<file path="src/rtl/axi_lite_pkg.sv">
// Shared AXI4-Lite response codes, arbiter FSM states and fixed channel constants
// used by the round-robin master arbiter and its requester-select logic.
package axi_lite_pkg;

  typedef enum logic [1:0] {
    OKAY   = 2'b00,
    EXOKAY = 2'b01,
    SLVERR = 2'b10,
    DECERR = 2'b11
  } axi_resp_t;

  typedef enum logic [2:0] {
    IDLE,
    WR,
    WR_RESP,
    RD_ADDR,
    RD_DATA,
    DONE
  } arb_state_t;

  localparam logic [2:0] PROT_DEFAULT = 3'b000;

endpackage

</file>
<file path="src/rtl/rr_arbiter.sv">
// Combinational round-robin select: first asserted request strictly after the
// last-granted index, wrapping modulo N_REQ. The pointer register lives in the caller.
module rr_arbiter #(
  parameter int N_REQ = 2,
  parameter int IDX_W = $clog2(N_REQ)
) (
  input  logic [N_REQ-1:0] i_req,
  input  logic [IDX_W-1:0] i_ptr,
  output logic [N_REQ-1:0] o_grant,
  output logic [IDX_W-1:0] o_idx
);

  logic             w_found;
  logic [IDX_W-1:0] w_cand;

  // Scanning from ptr+1 makes the last winner the lowest priority next round.
  always_comb begin
    o_grant = '0;
    o_idx   = '0;
    w_found = 1'b0;
    w_cand  = '0;
    for (int k = 1; k <= N_REQ; k++) begin
      w_cand = IDX_W'((int'(i_ptr) + k) % N_REQ);
      if (!w_found && i_req[w_cand]) begin
        w_found         = 1'b1;
        o_idx           = w_cand;
        o_grant[w_cand] = 1'b1;
      end
    end
  end

endmodule

</file>
<file path="src/rtl/axi_lite_rr_master_arbiter.sv">
// Shares one AXI4-Lite master port between N_REQ register-access requesters,
// running one single-beat transaction at a time in round-robin order.
module axi_lite_rr_master_arbiter
  import axi_lite_pkg::*;
#(
  parameter int AXI_DATA_WIDTH = 32,
  parameter int AXI_ADDR_WIDTH = 4,
  parameter int N_REQ          = 2
) (
  input  logic                                M_AXI_ACLK,
  input  logic                                M_AXI_ARESETN,
  input  logic [N_REQ-1:0]                    req_valid,
  input  logic [N_REQ-1:0]                    req_write,
  input  logic [N_REQ*AXI_ADDR_WIDTH-1:0]     req_addr,
  input  logic [N_REQ*AXI_DATA_WIDTH-1:0]     req_wdata,
  input  logic [N_REQ*AXI_DATA_WIDTH/8-1:0]   req_wstrb,
  output logic [N_REQ-1:0]                    req_done,
  output logic [AXI_DATA_WIDTH-1:0]           rsp_rdata,
  output logic [1:0]                          rsp_resp,
  output logic                                busy,
  output logic [AXI_ADDR_WIDTH-1:0]           M_AXI_AWADDR,
  output logic [2:0]                          M_AXI_AWPROT,
  output logic                                M_AXI_AWVALID,
  input  logic                                M_AXI_AWREADY,
  output logic [AXI_DATA_WIDTH-1:0]           M_AXI_WDATA,
  output logic [AXI_DATA_WIDTH/8-1:0]         M_AXI_WSTRB,
  output logic                                M_AXI_WVALID,
  input  logic                                M_AXI_WREADY,
  input  logic [1:0]                          M_AXI_BRESP,
  input  logic                                M_AXI_BVALID,
  output logic                                M_AXI_BREADY,
  output logic [AXI_ADDR_WIDTH-1:0]           M_AXI_ARADDR,
  output logic [2:0]                          M_AXI_ARPROT,
  output logic                                M_AXI_ARVALID,
  input  logic                                M_AXI_ARREADY,
  input  logic [AXI_DATA_WIDTH-1:0]           M_AXI_RDATA,
  input  logic [1:0]                          M_AXI_RRESP,
  input  logic                                M_AXI_RVALID,
  output logic                                M_AXI_RREADY
);

  localparam int IDX_W  = $clog2(N_REQ);
  localparam int STRB_W = AXI_DATA_WIDTH / 8;

  arb_state_t                r_state;
  arb_state_t                w_state_nxt;
  logic                      r_awvalid;
  logic                      r_wvalid;
  logic                      w_awvalid_nxt;
  logic                      w_wvalid_nxt;
  logic                      w_grant_take;
  logic                      w_cap_b;
  logic                      w_cap_r;
  logic [IDX_W-1:0]          r_ptr;
  logic [N_REQ-1:0]          r_grant;
  logic [AXI_ADDR_WIDTH-1:0] r_addr;
  logic [AXI_DATA_WIDTH-1:0] r_wdata;
  logic [STRB_W-1:0]         r_wstrb;
  logic [AXI_DATA_WIDTH-1:0] r_rdata;
  logic [1:0]                r_resp;
  logic [N_REQ-1:0]          w_gnt_onehot;
  logic [IDX_W-1:0]          w_gnt_idx;
  logic                      w_any_req;

  assign w_any_req = |req_valid;

  rr_arbiter #(
    .N_REQ (N_REQ),
    .IDX_W (IDX_W)
  ) u_rr_arbiter (
    .i_req   (req_valid),
    .i_ptr   (r_ptr),
    .o_grant (w_gnt_onehot),
    .o_idx   (w_gnt_idx)
  );

  always_ff @(posedge M_AXI_ACLK or negedge M_AXI_ARESETN) begin
    if (!M_AXI_ARESETN) begin
      r_state   <= IDLE;
      r_awvalid <= 1'b0;
      r_wvalid  <= 1'b0;
    end else begin
      r_state   <= w_state_nxt;
      r_awvalid <= w_awvalid_nxt;
      r_wvalid  <= w_wvalid_nxt;
    end
  end

  // AW and W retire independently; a channel counts as done once its VALID is low.
  always_comb begin
    w_state_nxt   = r_state;
    w_awvalid_nxt = r_awvalid;
    w_wvalid_nxt  = r_wvalid;
    w_grant_take  = 1'b0;
    w_cap_b       = 1'b0;
    w_cap_r       = 1'b0;
    unique case (r_state)
      IDLE: begin
        if (w_any_req) begin
          w_grant_take = 1'b1;
          if (req_write[w_gnt_idx]) begin
            w_state_nxt   = WR;
            w_awvalid_nxt = 1'b1;
            w_wvalid_nxt  = 1'b1;
          end else begin
            w_state_nxt = RD_ADDR;
          end
        end
      end
      WR: begin
        if (r_awvalid && M_AXI_AWREADY) w_awvalid_nxt = 1'b0;
        if (r_wvalid && M_AXI_WREADY)   w_wvalid_nxt  = 1'b0;
        if (!w_awvalid_nxt && !w_wvalid_nxt) w_state_nxt = WR_RESP;
      end
      WR_RESP: begin
        if (M_AXI_BVALID) begin
          w_cap_b     = 1'b1;
          w_state_nxt = DONE;
        end
      end
      RD_ADDR: begin
        if (M_AXI_ARREADY) w_state_nxt = RD_DATA;
      end
      RD_DATA: begin
        if (M_AXI_RVALID) begin
          w_cap_r     = 1'b1;
          w_state_nxt = DONE;
        end
      end
      DONE:    w_state_nxt = IDLE;
      default: w_state_nxt = IDLE;
    endcase
  end

  // Request fields are latched at grant so the AXI side never follows req_* live.
  always_ff @(posedge M_AXI_ACLK or negedge M_AXI_ARESETN) begin
    if (!M_AXI_ARESETN) begin
      r_ptr   <= IDX_W'(N_REQ - 1);
      r_grant <= '0;
      r_addr  <= '0;
      r_wdata <= '0;
      r_wstrb <= '0;
      r_rdata <= '0;
      r_resp  <= OKAY;
    end else begin
      if (w_grant_take) begin
        r_ptr   <= w_gnt_idx;
        r_grant <= w_gnt_onehot;
        r_addr  <= req_addr[int'(w_gnt_idx)*AXI_ADDR_WIDTH +: AXI_ADDR_WIDTH];
        r_wdata <= req_wdata[int'(w_gnt_idx)*AXI_DATA_WIDTH +: AXI_DATA_WIDTH];
        r_wstrb <= req_wstrb[int'(w_gnt_idx)*STRB_W +: STRB_W];
      end
      if (w_cap_b) r_resp <= M_AXI_BRESP;
      if (w_cap_r) begin
        r_rdata <= M_AXI_RDATA;
        r_resp  <= M_AXI_RRESP;
      end
    end
  end

  assign M_AXI_AWADDR  = r_addr;
  assign M_AXI_AWPROT  = PROT_DEFAULT;
  assign M_AXI_AWVALID = r_awvalid;
  assign M_AXI_WDATA   = r_wdata;
  assign M_AXI_WSTRB   = r_wstrb;
  assign M_AXI_WVALID  = r_wvalid;
  assign M_AXI_BREADY  = (r_state == WR_RESP);
  assign M_AXI_ARADDR  = r_addr;
  assign M_AXI_ARPROT  = PROT_DEFAULT;
  assign M_AXI_ARVALID = (r_state == RD_ADDR);
  assign M_AXI_RREADY  = (r_state == RD_DATA);

  assign req_done  = (r_state == DONE) ? r_grant : '0;
  assign rsp_rdata = r_rdata;
  assign rsp_resp  = r_resp;
  assign busy      = (r_state != IDLE);

endmodule

</file>
<file path="config.mk">
export PLATFORM = sky130hd
export DESIGN_NAME = axi_lite_rr_master_arbiter
export DESIGN_NICKNAME = d
export VERILOG_FILES = /design/src/rtl/axi_lite_pkg.sv /design/src/rtl/rr_arbiter.sv /design/src/rtl/axi_lite_rr_master_arbiter.sv
export SDC_FILE = /design/constraint.sdc
export NUM_CORES = 1
export LEC_CHECK = 0
export CAP_MARGIN = 0
export CORE_MARGIN = 3
export CORE_UTILIZATION = 43
export CTS_BUF_LIST = sky130_fd_sc_hd__clkbuf_8
export CTS_CLUSTER_DIAMETER = 200
export DETAILED_ROUTE_END_ITERATION = 8
export GPL_TIMING_DRIVEN = 0
export PLACE_DENSITY = 0.91
export SYNTH_ARGS = -nofsm -noshare
export SYNTH_HDL_FRONTEND = slang
export SYNTH_HIERARCHICAL = 1
export SYNTH_SLANG_ARGS = --single-unit
</file>
<file path="constraint.sdc">
create_clock -name M_AXI_ACLK -period 3.6 [get_ports M_AXI_ACLK]
set_input_delay 0.9 -clock M_AXI_ACLK [delete_from_list [all_inputs] [get_ports M_AXI_ACLK]]
set_output_delay 0.9 -clock M_AXI_ACLK [all_outputs]
set_load 0.02 [all_outputs]
</file>
==> results of run 1 <==
[power by group through the flow]
stage               logic (mW)  clock network [mW]  registers, mW
floorplan                 1.16                   0           2.16
global placement          2.95                   0           1.63
detailed placement        3.02                   0           1.67
CTS                       3.03               0.816           1.65
global route              3.21               0.857           1.71
finish                    2.99               0.800           1.65
[through the flow]
stage                     hold WS [ns]  instances  area, um2  setup slack, ns
after global routing             0.500        657       6430            0.590
after global placement           0.461        640       6170            -1.19
after CTS                        0.485        657       6430            0.673
after floorplan                  0.473        320       3920             1.50
final                            0.481        657       6430            0.718
after detailed placement         0.467        641       6190            0.553
[Yosys cell counts, types with 3 or more instances]
cell	number	area share (%)
dfrtp_1	81	52
mux2i_1	44	11
nand2_1	43	4.1
o21ai_2	30	6.7
mux2_2	19	5.5
mux2_4	13	5.0
buf_4	12	2.3
buf_6	11	3.2
o21ai_1	10	1.3
inv_1	5	0.48
nor2_1	5	0.48
o21ai_0	5	0.64
clkbuf_1	4	0.39
mux2_1	4	1.2
a21boi_0	3	0.58
and3_1	3	0.48
[worst max-delay path, delay by kind of cell, from the launching register on]
family,cells,cell delay (ns)
flops,1,0.35
buf+inv,3,1.08
simple gates,1,0.22
[per-layer routing]
layer	vias up	global-route usage, %	routed length, um
li1	1539	-	-
met1	1521	23.8	3760
met2	138	36.9	5480
met3	14	6.54	1040
met4	0	6.03	146
met5	-	0	0
[state kept, by name, indices dropped and copies added, names as in the netlist, 2 cells and up]
name,flops
rsp_resp,2
r_grant,2
M_AXI_ARADDR,4
M_AXI_WSTRB,4
r_state,3
rsp_rdata,32
M_AXI_WDATA,32
[cell type report]
| type | count | share of cell area (%) |
|---|---|---|
| Clock inverter | 7 | 1.83 |
| Multi-Input combinational cell | 203 | 24.9 |
| Inverter | 5 | 0.292 |
| Tap cell | 108 | 2.10 |
| Buffer | 30 | 3.75 |
| Timing Repair Buffer | 213 | 33.3 |
| Sequential cell | 82 | 31.9 |
| Clock buffer | 9 | 1.93 |
[cell families (layout without fill, tap and decap cells)]
| family | Yosys count | after routing | synth area share, % |
|---|---|---|---|
| multiplexers | 80 | 80 | 23.0 |
| other | 1 | 6 | 0.0962 |
| AO/OA/AOI/OAI | 53 | 53 | 10.1 |
| flip-flops | 82 | 82 | 52.7 |
| AND/OR/NAND/NOR | 64 | 64 | 7.48 |
| buffers and inverters | 35 | 264 | 6.68 |
[how the worst max path moves through the flow]
stage | from | to | slack [ns] | cells past startpoint
finish | r_state[0]$_DFFE_PN0P_ | M_AXI_ARVALID | 0.72 | 4
global route | r_state[0]$_DFFE_PN0P_ | M_AXI_ARVALID | 0.59 | 4
CTS | r_state[0]$_DFFE_PN0P_ | M_AXI_ARVALID | 0.67 | 4
detailed placement | req_valid[1] | M_AXI_WDATA[4]$_DFFE_PN0P_ | 0.55 | 6
global placement | M_AXI_ARESETN | M_AXI_WSTRB[0]$_DFFE_PN0P_ | -1.19 | 1
floorplan | req_valid[1] | M_AXI_WDATA[10]$_DFFE_PN0P_ | 1.50 | 5
==> run_results.csv, run 1 <==
group,metric,value,unit
setup_path,slowest_stage,"clkdlybuf4s50_1",
logic_synthesis,synth-edff-count,0,
detailed_routing,drt_first_iter_violations,31,
floorplanning,std_cell_rows,34,
flow_run,cap_violations,0,
timing,fin_worst_skew,0.0158,ns
detailed_routing,routedWlPerCell,15.9,um
layout,fin_util,73.4,%
timing,slew_violations,0,
setup_path,crit_fanout,10,
min_path,min_to,"M_AXI_WDATA[18]$_DFFE_PN0P_",
global_route,grt_pass1_vias,3367,
timing,fin_crit_sh,80.1,%
cts,root_buffer,"clkbuf_8",
cts,cts_num_sinks,82,
timing,grt_setup_unrepaired,"false",
setup_path,r2r.worst_path.cells,5,
cts,htreeDepth,3,
cts,clk_latency,0.34,ns
cts,holdBufCountCts,0,
setup_path,end_kind,"output pin",
detailed_routing,via_per_inst,4.89,
cts,clk_pin_slew,0.08,ns
placed_design,portBuffers,212,
cts,postCtsSetupRepairBufs,0,
timing,finalSetupTns,0,ns
power,p_switching,2.05,mW
global_route,grt_start_max_net_pins,43,
logic_synthesis,synthArstFlopShare,100,%
layout,drive_gt1_share,19.3,%
logic_synthesis,syn_area,3900,um2
layout,area_delta_synth_final,65.0,%
floorplanning,core-area,8760,um2
placed_design,gp_congestion,0.786,
outcome,status,"finished, final reports clean",
power,swShare,37.7,%
global_route,antenna_found_initial,0,
layout,register_area,2050,um2
global_route,grt_overflow,0,
timing,relSlewSlack,48.2,%
layout,fillCellCount,625,
power,p_int,3.39,mW
setup_path,regToRegSetupSlack,1.66,ns
min_path,hold_depth,2,
layout,nNetsFinal,671,
setup_path,arrival,1.98,ns
timing,setup_viol,0,
logic_synthesis,synth.distinct_cells,35,
logic_synthesis,yosysWarnings,6,
layout,antennaDiodeCount,0,
min_path,hold_path_startpoint,"M_AXI_WDATA[18]$_DFFE_PN0P_",
detailed_routing,vias,3212,
timing,hold_violations,0,
placed_design,dp_hpwl,8460,um
setup_path,worstPathCellList,"buf_6, clkbuf_1, and3_1, clkdlybuf4s50_1",
power,p_total,5.44,mW
power,power_frac_clock,14.7,%
min_path,worstHoldPathType,"register to register",
cts,cts_buffer_depth,2,
timing,tightest_slew,0.777,ns
cts,numCtsBuffers,9,
floorplanning,dieHeight,101,um
floorplanning,initial_core_util,44.5,%
detailed_routing,drt-total-wl,10400,um
setup_path,timing.rr.start,"r_ptr$_DFFE_PN1P_",
logic_synthesis,ys_seq_area_share,52.7,%
setup_path,worstSetupStartpointType,"register",
floorplanning,io_pins,219,
setup_path,r2r-end,"M_AXI_WSTRB[2]$_DFFE_PN0P_",
power,vdd_drop_max,0.000399,V
power,pwr-share-seq,30.3,%
layout,final_common_cell,"clkdlybuf4s50_1",
timing,min_period,2.88,ns
logic_synthesis,synth-seq-cells,82,
logic_synthesis,synth_cells,315,
cts,cts_tree,"done",
detailed_routing,postRouteAntennaNets,0,
setup_path,slowest_delay,0.65,ns
power,cellLeakagePower,2.83,nW
power,power_density,845,nW/um2
timing,fmax,347,MHz
global_route,grt_usage,20.7,%
global_route,grt_pass1_wl,16800,um
detailed_routing,route.detailed.drc,0,
cts,cts_resized,0,
setup_path,critical_path_required,2.70,ns
layout,mostFrequentLayoutCells,"211 x clkdlybuf4s50_1, 81 x dfrtp_1, 44 x mux2i_1, 43 x nand2_1, 30 x o21ai_2",
setup_path,path_class,"register to output pin",
floorplanning,die_x,101,um
floorplanning,die-area,10200,um2
logic_synthesis,synthFlopType,"dfrtp_1",
layout,multi_input_area,1600,um2
logic_synthesis,synth.avg_cell_area,12.4,um2
power,power.share.combinational,55.0,%
detailed_routing,drt-pass1-iter-count,4,
Power figures use the tool's default switching activity.
==> run 2, diff against run 1 <==
CORE_UTILIZATION = 36   (was 43)
PLACE_DENSITY = 0.81   (was 0.91)
clock period = 2.4 ns   (was 3.6 ns; I/O delays follow)
==> run 2 against run 1 <==
Against the previous run:
- clock-buffer cell count stayed put
- combinational power grew 49%
- final cell count up 4.3%
- power rose by 45%
- largest power group unchanged
- die area up 18%
- worst hold slack worse by 0.24 ns
- critical endpoint is now busy
- worst setup slack got worse by 0.60 ns
- largest cell class unchanged
==> run_results.csv, run 2 (synthesis results as in run 1) <==
group,metric,value,unit
floorplanning,dieHeight,110,um
layout,mostFrequentLayoutCells,"205 x clkdlybuf4s50_1, 81 x dfrtp_1, 44 x mux2i_1, 43 x nand2_1, 30 x o21ai_2",
cts,cts_resized,7,
floorplanning,die_x,110,um
cts,postCtsSetupRepairBufs,0,
setup_path,critical_path_required,1.80,ns
setup_path,crit_fanout,10,
cts,cts_tree,"done",
setup_path,end_kind,"output pin",
timing,finalSetupTns,0,ns
outcome,status,"finished, final reports clean",
layout,final_common_cell,"clkdlybuf4s50_1",
timing,hold_violations,0,
detailed_routing,drt-total-wl,10400,um
floorplanning,initial_core_util,37.4,%
timing,min_period,2.28,ns
floorplanning,std_cell_rows,37,
global_route,grt_util_met3,5.77,%
layout,fin_util,61.5,%
timing,grt_setup_unrepaired,"false",
detailed_routing,postRouteAntennaNets,0,
power,power_density,1230,nW/um2
cts,clk_latency,0.34,ns
global_route,use_met1,20.5,%
cts,cts_num_sinks,82,
timing,fmax,438,MHz
timing,relSlewSlack,63.8,%
global_route,grt_usage,16.7,%
detailed_routing,via_per_inst,4.62,
global_route,grt_pass1_wl,15700,um
global_route,grt_pass1_vias,3146,
placed_design,portBuffers,212,
timing,fin_worst_skew,0.00857,ns
placed_design,gp_congestion,0.721,
setup_path,worstSetupStartpointType,"register",
detailed_routing,drt-pass1-iter-count,4,
layout,drive_gt1_share,20.0,%
global_route,met2_usage,28.0,%
power,vdd_drop_max,0.000629,V
timing,fin_crit_sh,95.1,%
placed_design,dp_hpwl,8230,um
global_route,grt_overflow,0,
detailed_routing,drt_first_iter_violations,88,
detailed_routing,routedWlPerCell,15.2,um
setup_path,arrival,1.68,ns
setup_path,r2r.worst_path.cells,6,
power,cellLeakagePower,2.84,nW
timing,setup_viol,0,
placed_design,place_ws,-0.304,ns
cts,htreeDepth,3,
timing,tightest_slew,0.543,ns
timing,setup_ws,0.119,ns
detailed_routing,vias,3166,
placed_design,placed_area,6230,um2
global_route,antenna_found_initial,0,
cts,root_buffer,"clkbuf_8",
layout,area_delta_synth_final,64.5,%
layout,fillCellCount,851,
setup_path,slowest_stage,"dfrtp_1",
floorplanning,die-area,12100,um2
layout,nNetsFinal,671,
min_path,worstHoldPathType,"primary input to async pin",
detailed_routing,route.detailed.drc,0,
cts,numCtsBuffers,9,
floorplanning,core-area,10400,um2
cts,clk_pin_slew,0.08,ns
global_route,gr-max-usage-layer,"met2",
setup_path,slowest_delay,0.38,ns
setup_path,worstPathCellList,"buf_6, clkbuf_2, or3_1, dlygate4sd2_1",
setup_path,timing.rr.start,"r_ptr$_DFFE_PN1P_",
global_route,grt_start_max_net_pins,44,
flow_run,cap_violations,0,
layout,antennaDiodeCount,0,
setup_path,regToRegSetupSlack,0.73,ns
cts,cts_buffer_depth,2,
setup_path,path_class,"register to output pin",
layout,final_area,6410,um2
timing,slew_violations,0,
cts,holdBufCountCts,0,
floorplanning,io_pins,219,
setup_path,r2r-end,"M_AXI_WVALID$_DFFE_PN0P_",
[run 2: cell types whose count changed in the layout (fill, tap and decap cells not counted), sizes merged]
cell           change
clkbuf             +2
buf                -2
clkinv             +2
dlygate4sd2        +6
clkdlybuf4s50      -6
bufinv             -2
[run 2: area by class of cell]
cell class | count | area (um2) | area share (%)
Buffer | 30 | 248 | 3.86
Clock buffer | 9 | 124 | 1.93
Clock inverter | 7 | 62.6 | 0.976
Inverter | 5 | 18.8 | 0.293
Multi-Input combinational cell | 203 | 1600 | 25.0
Sequential cell | 82 | 2050 | 32.0
Tap cell | 136 | 170 | 2.65
Timing Repair Buffer | 213 | 2130 | 33.3
[run 2: power breakdown]
group / internal, mW / leakage [nW] / switching [mW] / total, mW
logic: 2.29 / 1.75 / 2.16 / 4.45
clock network: 0.470 / 0.0976 / 0.481 / 0.951
registers: 2.08 / 0.999 / 0.383 / 2.46
[run 2: worst max-delay path by stage]
stage,startpoint,endpoint,slack [ns],cells past startpoint
6_report,r_state[0]$_DFFE_PN0P_,busy,0.12,4
5_1_grt,r_state[0]$_DFFE_PN0P_,busy,0.03,4
4_1_cts,req_valid[1],M_AXI_WDATA[1]$_DFFE_PN0P_,0.05,6
3_5_place_dp,req_valid[1],M_AXI_WDATA[1]$_DFFE_PN0P_,-0.30,6
3_3_place_gp,M_AXI_ARESETN,M_AXI_WSTRB[0]$_DFFE_PN0P_,-2.12,1
2_1_floorplan,req_valid[1],M_AXI_WDATA[10]$_DFFE_PN0P_,0.60,5
[run 2: metal layers]
| layer | wire length [um] | vias up |
|---|---|---|
| met4 | 127 | 0 |
| met1 | 4190 | 1492 |
| met2 | 5070 | 133 |
| met3 | 1010 | 9 |
| met5 | 0 | - |
| li1 | - | 1532 |
[run 2: through the flow]
stage / cells / power, mW / hold WS (ns)
4_1_cts: 685 / 7.96 / 0.244
3_5_place_dp: 669 / 7.02 / 0.463
6_report: 685 / 7.87 / 0.237
5_1_grt: 685 / 8.37 / 0.261
3_3_place_gp: 668 / 6.90 / 0.460
2_1_floorplan: 320 / 4.98 / 0.304
[run 2: critical path, delay by kind of cell, from the launching register on]
family,cells,cell delay [ns]
flops,1,0.38
buf+inv,3,0.64
simple gates,1,0.32
==> run 3, diff against run 2 <==
ABC_AREA = 1   (was not set)
CAP_MARGIN = not set   (was 0)
PLACE_DENSITY = 0.8   (was 0.81)
==> run 3 against run 2 <==
Against the previous run:
- register-to-register slack lost 0.13 ns
- sequential power is essentially flat
- global-route usage grew 2.7 points
- sequential share of layout area shrank 0.72 points
- utilization grew 0.59 points
- clock skew grew 0.0019 ns
- fmax grew 0.73%
==> run_results.csv, run 3 <==
group,metric,value,unit
detailed_routing,drt_first_iter_violations,240,
detailed_routing,route.detailed.drc,0,
cts,numCtsBuffers,9,
setup_path,crit_buf_inv,1,
global_route,grt_overflow,0,
logic_synthesis,yosysWarnings,6,
floorplanning,std_cell_rows,37,
floorplanning,dieHeight,111,um
placed_design,portBuffers,212,
power,p_switching,3.30,mW
power,cellLeakagePower,3.11,nW
setup_path,r2r.worst_path.cells,6,
logic_synthesis,synth.avg_cell_area,8.65,um2
logic_synthesis,synth.distinct_cells,26,
setup_path,path_class,"register to output pin",
flow_run,cap_violations,0,
global_route,antenna_found_initial,0,
cts,cts_buffer_depth,2,
logic_synthesis,yosysTopAreaCell,"dfrtp_1",
detailed_routing,drt-total-wl,12200,um
outcome,status,"finished, final reports clean",
floorplanning,initial_core_util,37.8,%
power,power_frac_clock,14.7,%
layout,fillCellCount,883,
power,vdd_drop_max,0.000638,V
logic_synthesis,yosysMostFrequentCell,"nand2_1",
setup_path,regToRegSetupSlack,0.60,ns
logic_synthesis,synth_cells,461,
cts,cts_num_sinks,82,
layout,nNetsFinal,817,
cts,postCtsSetupRepairBufs,0,
power,swShare,40.7,%
timing,fin_crit_sh,94.4,%
setup_path,critical_path_required,1.80,ns
setup_path,arrival,1.66,ns
cts,clk_latency,0.35,ns
detailed_routing,route.met2.wl,5860,um
timing,min_period,2.26,ns
placed_design,place_ws,-0.0829,ns
setup_path,slowest_stage,"clkdlybuf4s50_1",
timing,slew_violations,0,
cts,clk_pin_slew,0.07,ns
placed_design,placed_area,6320,um2
cts,root_buffer,"clkbuf_8",
power,power.share.combinational,54.6,%
detailed_routing,via_per_inst,4.78,
detailed_routing,postRouteAntennaNets,0,
global_route,grt_pass1_wl,19600,um
logic_synthesis,synthArstFlopShare,100,%
layout,register_area,2050,um2
floorplanning,die_x,111,um
layout,final_area,6560,um2
detailed_routing,met3WireLength,1230,um
detailed_routing,vias,3976,
layout,area_delta_synth_final,64.5,%
cts,cts_tree,"done",
global_route,grt_pass1_vias,3941,
logic_synthesis,synth_top_area_share,50.8,%
global_route,grt_start_max_net_pins,46,
detailed_routing,drt-pass1-iter-count,4,
layout,multi_input_area,1650,um2
placed_design,gp_congestion,0.915,
setup_path,end_kind,"output pin",
layout,mostFrequentLayoutCells,"206 x clkdlybuf4s50_1, 172 x nand2_1, 88 x nor2_1, 81 x dfrtp_1, 38 x o31ai_2",
logic_synthesis,synthTopCellsByCount,"172 x nand2_1, 88 x nor2_1, 81 x dfrtp_1",
setup_path,worstPathCellList,"nor2_4, nand2_4, clkdlybuf4s50_1",
power,power_density,1240,nW/um2
logic_synthesis,syn_area,3990,um2
layout,drive_gt1_share,13.5,%
timing,hold_violations,0,
floorplanning,die-area,12400,um2
floorplanning,io_pins,219,
detailed_routing,maxUsedRoutingLayer,"met4",
detailed_routing,met1_length,4810,um
timing,setup_viol,0,
placed_design,dp_hpwl,9400,um
detailed_routing,routedWlPerCell,14.6,um
setup_path,slowest_delay,0.62,ns
power,p_int,4.82,mW
min_path,worstHoldPathType,"primary input to async pin",
power,pwr-share-seq,30.6,%
setup_path,worstSetupStartpointType,"register",
setup_path,crit_fanout,6,
timing,fin_worst_skew,0.0105,ns
global_route,grt_usage,19.4,%
setup_path,crit_family,"buffers and inverters",
logic_synthesis,ys_seq_area_share,51.5,%
timing,fmax,442,MHz
layout,antennaDiodeCount,0,
logic_synthesis,synthFlopType,"dfrtp_1",
logic_synthesis,synthTopCellsByArea,"dfrtp_1 51%, nand2_1 16%, o31ai_2 12%",
timing,grt_setup_unrepaired,"false",
layout,final_common_cell,"clkdlybuf4s50_1",
setup_path,r2r-end,"M_AXI_WDATA[29]$_DFFE_PN0P_",
cts,htreeDepth,3,
logic_synthesis,synth-edff-count,0,
timing,setup_ws,0.135,ns
floorplanning,core-area,10600,um2
logic_synthesis,synth-seq-cells,82,
setup_path,timing.rr.start,"r_ptr$_DFFE_PN1P_",
-- run 3: cell types whose count changed after synthesis, sizes merged, moves of 3 or more --
cell	change
a21boi	-4
a21oi	+7
and3	-3
clkbuf	+4
inv	+15
mux2	-36
mux2i	-44
nand2	+131
nand3	+3
nor2	+87
o21ai	-40
o31ai	+40
-- run 3: how the worst max path moves through the flow --
stage / cells past startpoint / startpoint / slack (ns) / to
2_1_floorplan: 7 / req_valid[1] / 0.84 / M_AXI_WDATA[0]$_DFFE_PN0P_
3_3_place_gp: 1 / M_AXI_ARESETN / -2.12 / M_AXI_WDATA[22]$_DFFE_PN0P_
3_5_place_dp: 8 / req_valid[1] / -0.08 / M_AXI_WDATA[8]$_DFFE_PN0P_
4_1_cts: 4 / r_state[1]$_DFFE_PN0P_ / 0.01 / req_done[1]
5_1_grt: 3 / r_state[0]$_DFFE_PN0P_ / 0.06 / busy
6_report: 3 / r_state[0]$_DFFE_PN0P_ / 0.14 / busy
-- run 3: cell type report --
type,instances,share of cell area (%)
clock buffer,9,1.89
inverter,21,1.28
sequential,82,31.3
clock inverter,7,1.79
multi-input combinational,330,25.2
timing repair buffer,213,32.6
tap,136,2.59
buffer,33,3.28
-- run 3: metal layers --
metal / up-vias / global-route usage, %
met5: - / 0
met4: 0 / 7.79
met3: 18 / 6.39
met2: 200 / 33.3
met1: 1865 / 22.4
li1: 1893 / -
-- run 3: cell families (layout without fill, tap and decap cells) --
| kind of cell | count (synthesis) | count (layout) | synth area share [%] |
|---|---|---|---|
| AO/OA/AOI/OAI | 53 | 53 | 14.1 |
| other | 1 | 6 | 0.0940 |
| AND/OR/NAND/NOR | 271 | 271 | 26.8 |
| buffers and inverters | 54 | 283 | 7.50 |
| flip-flops | 82 | 82 | 51.5 |
-- run 3: repair_timing --
action / CTS / global route
endpoints found under the setup margin: 3 / 2
gates resized for setup: 3 / 2
hold buffers: 0 / 0
-- run 3: power groups by stage --
stage / sequential [mW] / combinational, mW / clock, mW
after floorplan: 3.19 / 1.73 / 0
after global placement: 2.46 / 4.39 / 0
after CTS: 2.48 / 4.49 / 1.22
after global routing: 2.57 / 4.80 / 1.29
final: 2.49 / 4.44 / 1.20
after detailed placement: 2.50 / 4.49 / 0
-- run 3: through the flow --
| stage | TNS (ns) | util [%] | total power, mW | hold WS, ns | cells |
|---|---|---|---|---|---|
| global placement | -172.76 | 59.7 | 6.86 | 0.462 | 814 |
| global route | 0 | 62.1 | 8.65 | 0.227 | 831 |
| finish | 0 | 62.1 | 8.12 | 0.214 | 831 |
| CTS | 0 | 62.1 | 8.19 | 0.211 | 831 |
| detailed placement | -0.660 | 59.8 | 6.99 | 0.466 | 815 |
| floorplan | 0 | - | 4.92 | 0.304 | 466 |
